===== src/rtl/ps2_host_tx_pkg.sv =====
// ps2_host_tx_pkg: shared PS/2 state encoding, default timing constants and parity helper
package ps2_host_tx_pkg;
  typedef enum logic [2:0] {
    ST_IDLE, ST_INHIBIT, ST_START, ST_SEND, ST_ACK, ST_WAIT_IDLE, ST_ERROR
  } ps2_state_e;
  localparam int PS2_INHIBIT_CYCLES    = 2500;
  localparam int PS2_START_HOLD_CYCLES = 25;
  localparam int PS2_TIMEOUT_CYCLES    = 50000;
  function automatic logic odd_parity(input logic [7:0] b);
    return ~^b;
  endfunction
endpackage


===== src/rtl/ps2_host_tx_if.sv =====
// ps2_host_tx_if: byte-send handshake between a command source and the PS/2 host transmitter
interface ps2_host_tx_if;
  logic [7:0] tx_data;
  logic       tx_valid;
  logic       tx_ready;
  logic       tx_done;
  logic       tx_error;
  modport master (output tx_data, tx_valid, input tx_ready, tx_done, tx_error);
  modport slave  (input tx_data, tx_valid, output tx_ready, tx_done, tx_error);
endinterface


===== src/rtl/ps2_sync_edge.sv =====
// ps2_sync_edge: 2-flop synchronizer for an asynchronous PS/2 line plus falling-edge pulse
module ps2_sync_edge (
  input  logic clock,
  input  logic resetn,
  input  logic line_i,
  output logic sync_o,
  output logic fall_o
);
  logic meta_q, sync_q, prev_q;
  always_ff @(posedge clock)
    if (!resetn) {meta_q, sync_q, prev_q} <= '1;
    else {meta_q, sync_q, prev_q} <= {line_i, meta_q, sync_q};
  assign sync_o = sync_q;
  assign fall_o = prev_q & ~sync_q;
endmodule


===== src/rtl/ps2_host_tx.sv =====
// ps2_host_tx: host-to-device PS/2 command transmitter (inhibit, start, 8 data + odd parity + stop, ACK)
module ps2_host_tx
  import ps2_host_tx_pkg::*;
#(
  parameter int INHIBIT_CYCLES    = PS2_INHIBIT_CYCLES,
  parameter int START_HOLD_CYCLES = PS2_START_HOLD_CYCLES,
  parameter int TIMEOUT_CYCLES    = PS2_TIMEOUT_CYCLES
) (
  input  logic         clock,
  input  logic         resetn,
  ps2_host_tx_if.slave tx,
  input  logic         ps2_clk_in,
  input  logic         ps2_dat_in,
  output logic         ps2_clk_oe,
  output logic         ps2_dat_oe
);
  localparam int PW = INHIBIT_CYCLES > START_HOLD_CYCLES ? INHIBIT_CYCLES : START_HOLD_CYCLES;
  localparam int CW = $clog2(PW + 1);
  localparam int TW = $clog2(TIMEOUT_CYCLES + 1);
  ps2_state_e    state_q, state_d;
  logic [CW-1:0] cnt_q, cnt_d;
  logic [TW-1:0] tmo_q, tmo_d;
  logic [3:0]    edge_q, edge_d;
  logic [8:0]    shift_q, shift_d;
  logic clk_oe_q, clk_oe_d, dat_oe_q, dat_oe_d;
  logic done_q, done_d, error_q, error_d, ready_q, ready_d;
  logic clk_sync, dat_sync, clk_fall, unused_dat_fall, tmo_hit, inh_last, hold_last;

  ps2_sync_edge u_clk (.clock, .resetn, .line_i(ps2_clk_in), .sync_o(clk_sync), .fall_o(clk_fall));
  ps2_sync_edge u_dat (.clock, .resetn, .line_i(ps2_dat_in), .sync_o(dat_sync), .fall_o(unused_dat_fall));

  assign tmo_hit   = tmo_q == TW'(TIMEOUT_CYCLES - 1);
  assign inh_last  = cnt_q == CW'(INHIBIT_CYCLES - 1);
  assign hold_last = cnt_q == CW'(START_HOLD_CYCLES - 1);

  always_ff @(posedge clock)
    if (!resetn) begin
      state_q <= ST_IDLE;
      {cnt_q, tmo_q, edge_q, shift_q} <= '0;
      {clk_oe_q, dat_oe_q, done_q, error_q} <= '0;
      ready_q <= 1'b1;
    end else begin
      state_q <= state_d;
      {cnt_q, tmo_q, edge_q, shift_q} <= {cnt_d, tmo_d, edge_d, shift_d};
      {clk_oe_q, dat_oe_q, done_q, error_q, ready_q} <= {clk_oe_d, dat_oe_d, done_d, error_d, ready_d};
    end

  // Bits leave from shift_q[0]; ones shift in so the tenth edge naturally releases data (stop bit).
  always_comb begin
    state_d = state_q;
    cnt_d   = cnt_q;
    tmo_d   = tmo_q;
    edge_d  = edge_q;
    shift_d = shift_q;
    case (state_q)
      ST_IDLE: if (tx.tx_valid && ready_q) begin
        state_d = ST_INHIBIT;
        cnt_d   = '0;
        shift_d = {odd_parity(tx.tx_data), tx.tx_data};
      end
      ST_INHIBIT: begin
        cnt_d   = inh_last ? '0 : cnt_q + 1'b1;
        state_d = inh_last ? ST_START : ST_INHIBIT;
      end
      ST_START: begin
        cnt_d   = hold_last ? '0 : cnt_q + 1'b1;
        state_d = hold_last ? ST_SEND : ST_START;
        tmo_d   = '0;
        edge_d  = '0;
      end
      ST_SEND, ST_ACK, ST_WAIT_IDLE: begin
        tmo_d = tmo_q + 1'b1;
        if (tmo_hit) state_d = ST_ERROR;
        else if (state_q == ST_SEND && clk_fall) begin
          edge_d  = edge_q + 1'b1;
          shift_d = {1'b1, shift_q[8:1]};
          state_d = edge_q == 4'd9 ? ST_ACK : ST_SEND;
        end else if (state_q == ST_ACK && clk_fall) begin
          edge_d  = edge_q + 1'b1;
          state_d = dat_sync ? ST_ERROR : ST_WAIT_IDLE;
        end else if (state_q == ST_WAIT_IDLE && clk_sync && dat_sync) state_d = ST_IDLE;
      end
      default: state_d = ST_IDLE;
    endcase
  end

  always_comb begin
    ready_d  = state_d == ST_IDLE;
    clk_oe_d = state_d == ST_INHIBIT || state_d == ST_START;
    dat_oe_d = state_d == ST_START ? 1'b1 :
               state_d != ST_SEND ? 1'b0 :
               state_q == ST_SEND && clk_fall ? ~shift_q[0] : dat_oe_q;
    done_d   = state_q == ST_WAIT_IDLE && state_d == ST_IDLE;
    error_d  = state_d == ST_ERROR;
  end

  assign ps2_clk_oe  = clk_oe_q;
  assign ps2_dat_oe  = dat_oe_q;
  assign tx.tx_ready = ready_q;
  assign tx.tx_done  = done_q;
  assign tx.tx_error = error_q;
endmodule


===== src/flat_wrapper.sv =====
// flat-port wrapper written by rule: the top's interface ports become plain ports
module ps2_host_tx_flat import ps2_host_tx_pkg::*;
#(
  parameter int INHIBIT_CYCLES    = PS2_INHIBIT_CYCLES,
  parameter int START_HOLD_CYCLES = PS2_START_HOLD_CYCLES,
  parameter int TIMEOUT_CYCLES    = PS2_TIMEOUT_CYCLES
)
  (clock, resetn, ps2_clk_in, ps2_dat_in, ps2_clk_oe, ps2_dat_oe, tx_tx_data, tx_tx_valid, tx_tx_ready, tx_tx_done, tx_tx_error);
  ps2_host_tx_if tx_i ();
  input  logic clock;
  input  logic resetn;
  input  logic ps2_clk_in;
  input  logic ps2_dat_in;
  output logic ps2_clk_oe;
  output logic ps2_dat_oe;
  input wire logic [$bits(tx_i.tx_data)-1:0] tx_tx_data;
  input wire logic [$bits(tx_i.tx_valid)-1:0] tx_tx_valid;
  output wire logic [$bits(tx_i.tx_ready)-1:0] tx_tx_ready;
  output wire logic [$bits(tx_i.tx_done)-1:0] tx_tx_done;
  output wire logic [$bits(tx_i.tx_error)-1:0] tx_tx_error;
  assign tx_i.tx_data = tx_tx_data;
  assign tx_i.tx_valid = tx_tx_valid;
  assign tx_tx_ready = tx_i.tx_ready;
  assign tx_tx_done = tx_i.tx_done;
  assign tx_tx_error = tx_i.tx_error;
  ps2_host_tx #(.INHIBIT_CYCLES(INHIBIT_CYCLES), .START_HOLD_CYCLES(START_HOLD_CYCLES), .TIMEOUT_CYCLES(TIMEOUT_CYCLES)) u_core (.clock(clock), .resetn(resetn), .tx(tx_i), .ps2_clk_in(ps2_clk_in), .ps2_dat_in(ps2_dat_in), .ps2_clk_oe(ps2_clk_oe), .ps2_dat_oe(ps2_dat_oe));
endmodule

===== config.mk =====
export PLATFORM = sky130hd
export DESIGN_NAME = ps2_host_tx_flat
export DESIGN_NICKNAME = d
export VERILOG_FILES = /design/src/rtl/ps2_host_tx_pkg.sv /design/src/rtl/ps2_host_tx_if.sv /design/src/rtl/ps2_sync_edge.sv /design/src/rtl/ps2_host_tx.sv /design/src/flat_wrapper.sv
export SDC_FILE = /design/constraint.sdc
export NUM_CORES = 1
export LEC_CHECK = 0
export ABC_AREA = 1
export CAP_MARGIN = 5
export CELL_PAD_IN_SITES_DETAIL_PLACEMENT = 1
export CELL_PAD_IN_SITES_GLOBAL_PLACEMENT = 1
export CORE_ASPECT_RATIO = 0.5
export CORE_MARGIN = 3
export CORE_UTILIZATION = 42
export DETAILED_ROUTE_END_ITERATION = 7
export HOLD_SLACK_MARGIN = 0.06
export PLACE_DENSITY = 0.86
export SLEW_MARGIN = 10
export SYNTH_ARGS = -nofsm -noshare
export SYNTH_HDL_FRONTEND = slang
export SYNTH_SLANG_ARGS = --single-unit
export TNS_END_PERCENT = 50

===== constraint.sdc =====
create_clock -name clock -period 2 [get_ports clock]
set_clock_uncertainty 0.15 [all_clocks]
set_input_delay 0.4 -clock clock [delete_from_list [all_inputs] [get_ports clock]]
set_output_delay 0.4 -clock clock [all_outputs]
set_load 0.02 [all_outputs]

* Yosys cells after proc, flatten, opt, wreduce, memory -nomap -nowiden
Cells that the tools add are included.
** Word-level totals
- Word-level logic and storage cells :: 82
- Register bits after elaboration :: 54
- Input bits :: 13
- Output and inout port bits :: 5
** Operators by class
- Equality and inequality tests :: 17
- Add/subtract/negate cells :: 3
- Reduce and logical (&&, ||, !) cells :: 18
- Multiplexer cells :: 26
- Bitwise operators :: 3
** Operators with widths (count)
- $mux W12 :: 3
- $pmux W12 S3 :: 1
- $pmux W16 S2 :: 1
- $mux W9 :: 3
- $mux W3 :: 6
- $pmux W9 S2 :: 1
- $add A16 B1 Y16 const B :: 1
- $eq A16 B16 Y1 const B :: 1
- $add A12 B1 Y12 const B :: 1
- $eq A12 B12 Y1 const B :: 1
- $eq A12 B5 Y1 const B :: 1
- $mux W4 :: 3
- $pmux W3 S4 :: 1
- $eq A3 B2 Y1 const B :: 3
- $eq A3 B3 Y1 const B :: 3
- $pmux W4 S2 :: 1
- $reduce_xnor A8 Y1 :: 1
- $eq A3 B1 Y1 const B :: 2
- $logic_and A1 B1 Y1 :: 6
- $logic_not A3 Y1 :: 2
- $reduce_bool A3 Y1 :: 2
- $add A4 B1 Y4 const B :: 1
- $eq A4 B4 Y1 const B :: 1
- $mux W1 :: 4
- 13 further kinds :: 17

* Depth between registers and ports, before layout
- Depth in word-level cells :: 11
- Depth in mapped cells :: 13
- Mapped depth without buffers :: 12

* By module
A second synthesis with hierarchy kept.
** Unflattened totals
- Cell total of the unflattened synthesis :: 452
- Area, all modules :: 2979.1 sq um
** Modules (own cells, without submodules)
- ps2_host_tx :: area each 2798.9 sq um, cells an instance 430, seq. area each 980.9 sq um, times used 1
- ps2_sync_edge :: area each 90.1 sq um, cells an instance 11, seq. area each 60.1 sq um, times used 2

* Worst setup path after synthesis
OpenSTA, ideal clock, no wires.
- Path type :: flip-flop to flip-flop
- Start :: register u_core.state_q[0]
- End :: register u_core.dat_oe_q, in the netlist u_core.ps2_dat_oe
- Clock period less this slack :: 1.589 ns
- Data required time :: 1.739 ns
- Setup slack :: 0.411 ns
- Cell stages (with the launch flop) :: 13
- Data arrival time :: 1.327 ns
- Library setup time :: 0.111 ns
- Path buffers :: 1
- Cells stage by stage :: dfxtp_1 > nand2_2 > nand2_2 > nand2_4 > inv_2 > buf_6 > o21ai_2 > nor2_1 > nand2_1 > nand2_2 > nand2_1 > nor2_1 > nor2_1
** On the way
- Cells in the longest elaborated chain, start to end :: 11
- Elaborated cells on any way between the ends :: 22
- Those cells by class :: eq/ne: 7; mux: 8; reduce/logical: 7
** RTL lines
- from (decl) :: RTL line ps2_host_tx.sv:20 : ps2_state_e state_q, state_d;
- from (signal assigned) :: RTL line ps2_host_tx.sv:43 : state_q <= state_d;
- $eq A3 B3 Y1 :: RTL line ps2_host_tx.sv:55, ps2_host_tx.sv:81
- $logic_and A1 B1 Y1 (2 in series) :: RTL line ps2_host_tx.sv:81 : end else if (state_q == ST_WAIT_IDLE && clk_sync && dat_sync) state_d = ST_IDLE;
- $mux W3 :: RTL line ps2_host_tx.sv:81
- $mux W3 :: RTL line ps2_host_tx.sv:78 : end else if (state_q == ST_ACK && clk_fall) begin
- $mux W3 :: RTL line ps2_host_tx.sv:74 : else if (state_q == ST_SEND && clk_fall) begin
- $mux W3 :: RTL line ps2_host_tx.sv:73 : if (tmo_hit) state_d = ST_ERROR;
- $pmux W3 S4 :: RTL line ps2_host_tx.sv:55 : case (state_q)
- $ne A3 B2 Y1 :: RTL line ps2_host_tx.sv:91 : state_d != ST_SEND ? 1'b0 :
- $mux W1 :: RTL line ps2_host_tx.sv:91
- $mux W1 :: RTL line ps2_host_tx.sv:90 : dat_oe_d = state_d == ST_START ? 1'b1 :
- to (signal assigned) :: RTL line ps2_host_tx.sv:45 : {clk_oe_q, dat_oe_q, done_q, error_q, ready_q} <= {clk_oe_d, dat_oe_d, done_d, error_d, ready_d};
- to (decl) :: RTL line ps2_host_tx.sv:25 : logic clk_oe_q, clk_oe_d, dat_oe_q, dat_oe_d;
Parallel ways exist; a longest one is shown, timed or not.
A chain may end at the register's enable or synchronous reset.

* Worst setup path in the final report
- Start :: input tx_tx_valid
- End :: register u_core.shift_q[0]
** On the way
- Cells in the longest elaborated chain, start to end :: 3
** RTL lines
- from (decl) :: RTL line flat_wrapper.sv:17 : input wire logic [$bits(tx_i.tx_valid)-1:0] tx_tx_valid;
- $logic_and A1 B1 Y1 :: RTL line ps2_host_tx.sv:56 : ST_IDLE: if (tx.tx_valid && ready_q) begin
- $ne A2 B1 Y1 (no source line)
- $reduce_and A4 Y1 (no source line)
- to (signal assigned) :: RTL line ps2_host_tx.sv:44 : {cnt_q, tmo_q, edge_q, shift_q} <= {cnt_d, tmo_d, edge_d, shift_d};
- to (decl) :: RTL line ps2_host_tx.sv:24 : logic [8:0] shift_q, shift_d;
No other way between the ends.

==> summary.md <==
| Metric | Value |
|---|---|
| HPWL after detailed placement | `6380 µm` |
| Clock sinks | `54` |
| Synth Area in XOR/XNOR | `2.61%` |
| Critical path's slowest cell | `clkdlybuf4s50_1` |
| Antenna violations before repair | `0` |
| Max cap viols | `0` |
| Routed Antenna Nets | `0` |
| Final setup fails | `0` |
| Register area share after synthesis | `35.8%` |
| Post-CTS setup buffer count | `0` |
| Critical-path cell list | `clkdlybuf4s50_1, nand2_1, nand2_1, nand2_1, nor2_1, nand2_4, o21ai_0, a21oi_1` |
| Complex-gate fraction of the synthesized area | `12.8%` |
| Main combinational cell family by area after synthesis | `simple AND/OR/NAND/NOR gates` |
| Mux cell area share after synthesis | `0%` |
| Final nets | `502` |
| Total GRT Usage | `21.5%` |
| Startpoint types | `input port` |
| Cell Pwr Density | `668 nW/µm²` |
| Die width | `126 µm` |
| Cell Area, Placed | `3360 µm²` |
| # diodes | `0` |
| Worst Slack Setup Final | `64.7 ps` |
| IO buf count | `17` |
| Arrival time worst endpoint | `1960 ps` |
| Vias | `3041` |
| Drt first-iter violations | `194` |
| Global-route wire length before repair | `14500 µm` |
| Worst-skew pair later-pin latency | `300 ps` |
| Period utilization | `96.8%` |
| CP required | `2020 ps` |
| Area delta synth->final | `17.7%` |
| Worst vdd ir | `0.358 mV` |
| Post-Syn Area | `3020 µm²` |
| Final Max Tran Viols | `0` |
| Fmax | `517 MHz` |
| Clk buf depth | `2` |
| Slew margin rel. | `74.7%` |
| Rows | `21` |
| Crit-path leading delay family | `simple AND/OR/NAND/NOR gates` |
| Largest net degree at the start of global routing | `19` |
| Crit path largest cell delay | `510 ps` |
| Register area | `1080 µm²` |
| WL final | `8450 µm` |
| Layout cell share with drive strength beyond 1 | `13.0%` |
| Synth Area in Adders | `2.07%` |
| Leak | `0.00143 µW` |
| Syn_nets | `472` |
| Grt ovf | `0` |
| Die Height | `66.0 µm` |
| Most common cell after layout, fill and taps aside | `nand2_1` |
| Hold Buf Count CTS | `0` |
| GPL Wtd Cong | `0.851` |
| Starting Density | `44.2%` |
| Hold Path Class | `reg2reg` |
| Clock slew at reported path FFs | `70 ps` |
| Synth Register Bits | `54` |
| Floorplan core area | `6830 µm²` |
| H-tree Lvls | `2` |
| TritonCTS clock tree | `built` |
| CP endpoint kind | `register` |
| Synthesized area per cell | `6.65 µm²` |
| Crit path max fanout | `17` |
| Final-report hold violation count | `0` |
| Post-cts sizing count | `0` |
| Cell mode on critical path | `nand2_1` |
| Most frequent cells in the layout | `nand2_1, nor2_1, inv_1` |
| Vias in the first global route | `3089` |
| Post-synthesis simple-gate area fraction | `36.7%` |
| CTS Buf Count | `5` |
| Root Driver | `clkbuf_16` |
| Critical path type | `in2reg` |
| YS warnings | `0` |
| Synthesized instance count | `454` |
| I/O Pins | `18` |
| Crit path time final | `1940 ps` |
| Die area | `8300 µm²` |
| CP Buf/Inv Count | `1` |
| First-pass DRT Iterations | `4` |
| Worst-Margin Slew | `379 ps` |
| DR DRC count | `0` |
| Filler cells | `923` |
| Multi-input gate area | `1660 µm²` |
| Unique masters post-synth | `39` |
| Via density per instance | `5.27` |
| Design area | `3550 µm²` |
| Pre-CTS WS | `-117 ps` |
| Status | `complete, no violations` |
| Routed len/inst | `14.6 µm` |
synth_stat cells:
cell	count	share of area (%)
nand2_1	100	12
nor2_1	63	7.8
dfxtp_1	54	36
inv_1	53	6.6
nand3_1	35	5.8
a21oi_1	29	4.8
o21ai_0	25	4.1
nor3_1	14	2.3
a211oi_1	7	1.7
xnor2_1	7	2.0
nand2_2	6	1.2
nand4_1	6	1.2
ha_1	5	2.1
or2_2	5	1.0
buf_2	4	0.66
buf_6	4	1.5
inv_2	4	0.50
nor3b_1	4	0.99
clkbuf_1	3	0.37
nand3_2	2	0.66
nor2_2	2	0.41
nor4_1	2	0.41
o211ai_1	2	0.50
o21ai_1	2	0.33
xor2_1	2	0.58
a21oi_2	1	0.29
a31o_2	1	0.29
a31oi_1	1	0.21
and3_1	1	0.21
buf_4	1	0.25
clkbuf_2	1	0.17
nand2_4	1	0.37
nand3b_1	1	0.25
nor2_4	1	0.37
nor3_2	1	0.33
nor3_4	1	0.54
o21ai_2	1	0.29
o22ai_1	1	0.21
or2_1	1	0.21
state kept, by name (all words and copies together), names as in the netlist:
name                 flops
u_core.u_dat.sync_o      1
u_core.cnt_q            12
u_core.tx.tx_ready       1
u_core.ps2_clk_oe        1
u_core.u_dat.meta_q      1
u_core.u_clk.meta_q      1
u_core.tx.tx_done        1
u_core.tmo_q            16
u_core.state_q           3
u_core.shift_q           9
u_core.tx.tx_error       1
u_core.edge_q            4
u_core.u_clk.sync_o      1
u_core.u_clk.prev_q      1
u_core.ps2_dat_oe        1
stage by stage:
stage                     hold WS (ps)  TNS [ps]  util [%]  cells  total power (µW)
final                              278         0      52.0    577              2380
after global routing               309     -81.0      52.0    577              2490
after CTS                          283         0      51.6    577              2390
after detailed placement           266      -941      49.2    569              1430
after global placement             247      -515      49.2    569              1420
after floorplan                    243         0         -    454              1320
worst paths after layout:
check / from / endpoint / slack, ps / cells past startpoint
worst min register to register: u_core.u_dat.meta_q$_SDFF_PN1_ / u_core.u_dat.sync_o$_SDFF_PN1_ / 280 / 1
worst min-delay path: u_core.u_dat.meta_q$_SDFF_PN1_ / u_core.u_dat.sync_o$_SDFF_PN1_ / 280 / 1
worst max-delay path: tx_tx_valid / u_core.shift_q[0]$_SDFFE_PN0P_ / 60 / 8
worst max register to register: u_core.tmo_q[0]$_SDFFE_PN0N_ / u_core.tmo_q[10]$_SDFFE_PN0N_ / 90 / 9
power by group:
| group | leakage, µW | total, µW | internal, µW | switching (µW) |
|---|---|---|---|---|
| clock | 0.0000832 | 966 | 568 | 398 |
| combinational | 0.000907 | 270 | 111 | 159 |
| sequential | 0.000441 | 1140 | 1120 | 23.3 |
| total | 0.00143 | 2380 | 1800 | 580 |
per-layer routing:
metal / vias to the layer above / wire (µm) / track usage (%)
met5: - / 0 / 0
met3: 9 / 317 / 4.84
met1: 1462 / 4180 / 27.7
met4: 0 / 59 / 3.88
met2: 43 / 3890 / 37.8
li1: 1527 / - / -
cells by family (layout without fill, tap and decap cells):
group / after synthesis / after routing
XOR/XNOR: 9 / 9
adder cells (fa/ha/maj): 5 / 5
AND/OR/NAND/NOR: 246 / 246
flip-flops: 54 / 54
AO/OA/AOI/OAI: 70 / 70
buffers and inverters: 70 / 101
final cells by class:
| cell class | count | area share (%) |
|---|---|---|
| Multi-Input combinational cell | 330 | 46.7 |
| Sequential cell | 54 | 30.5 |
| Timing Repair Buffer | 36 | 8.80 |
| Inverter | 57 | 6.02 |
| Clock buffer | 8 | 4.68 |
| Tap cell | 92 | 3.24 |
No activity file was read; power rests on OpenSTA's default activity.
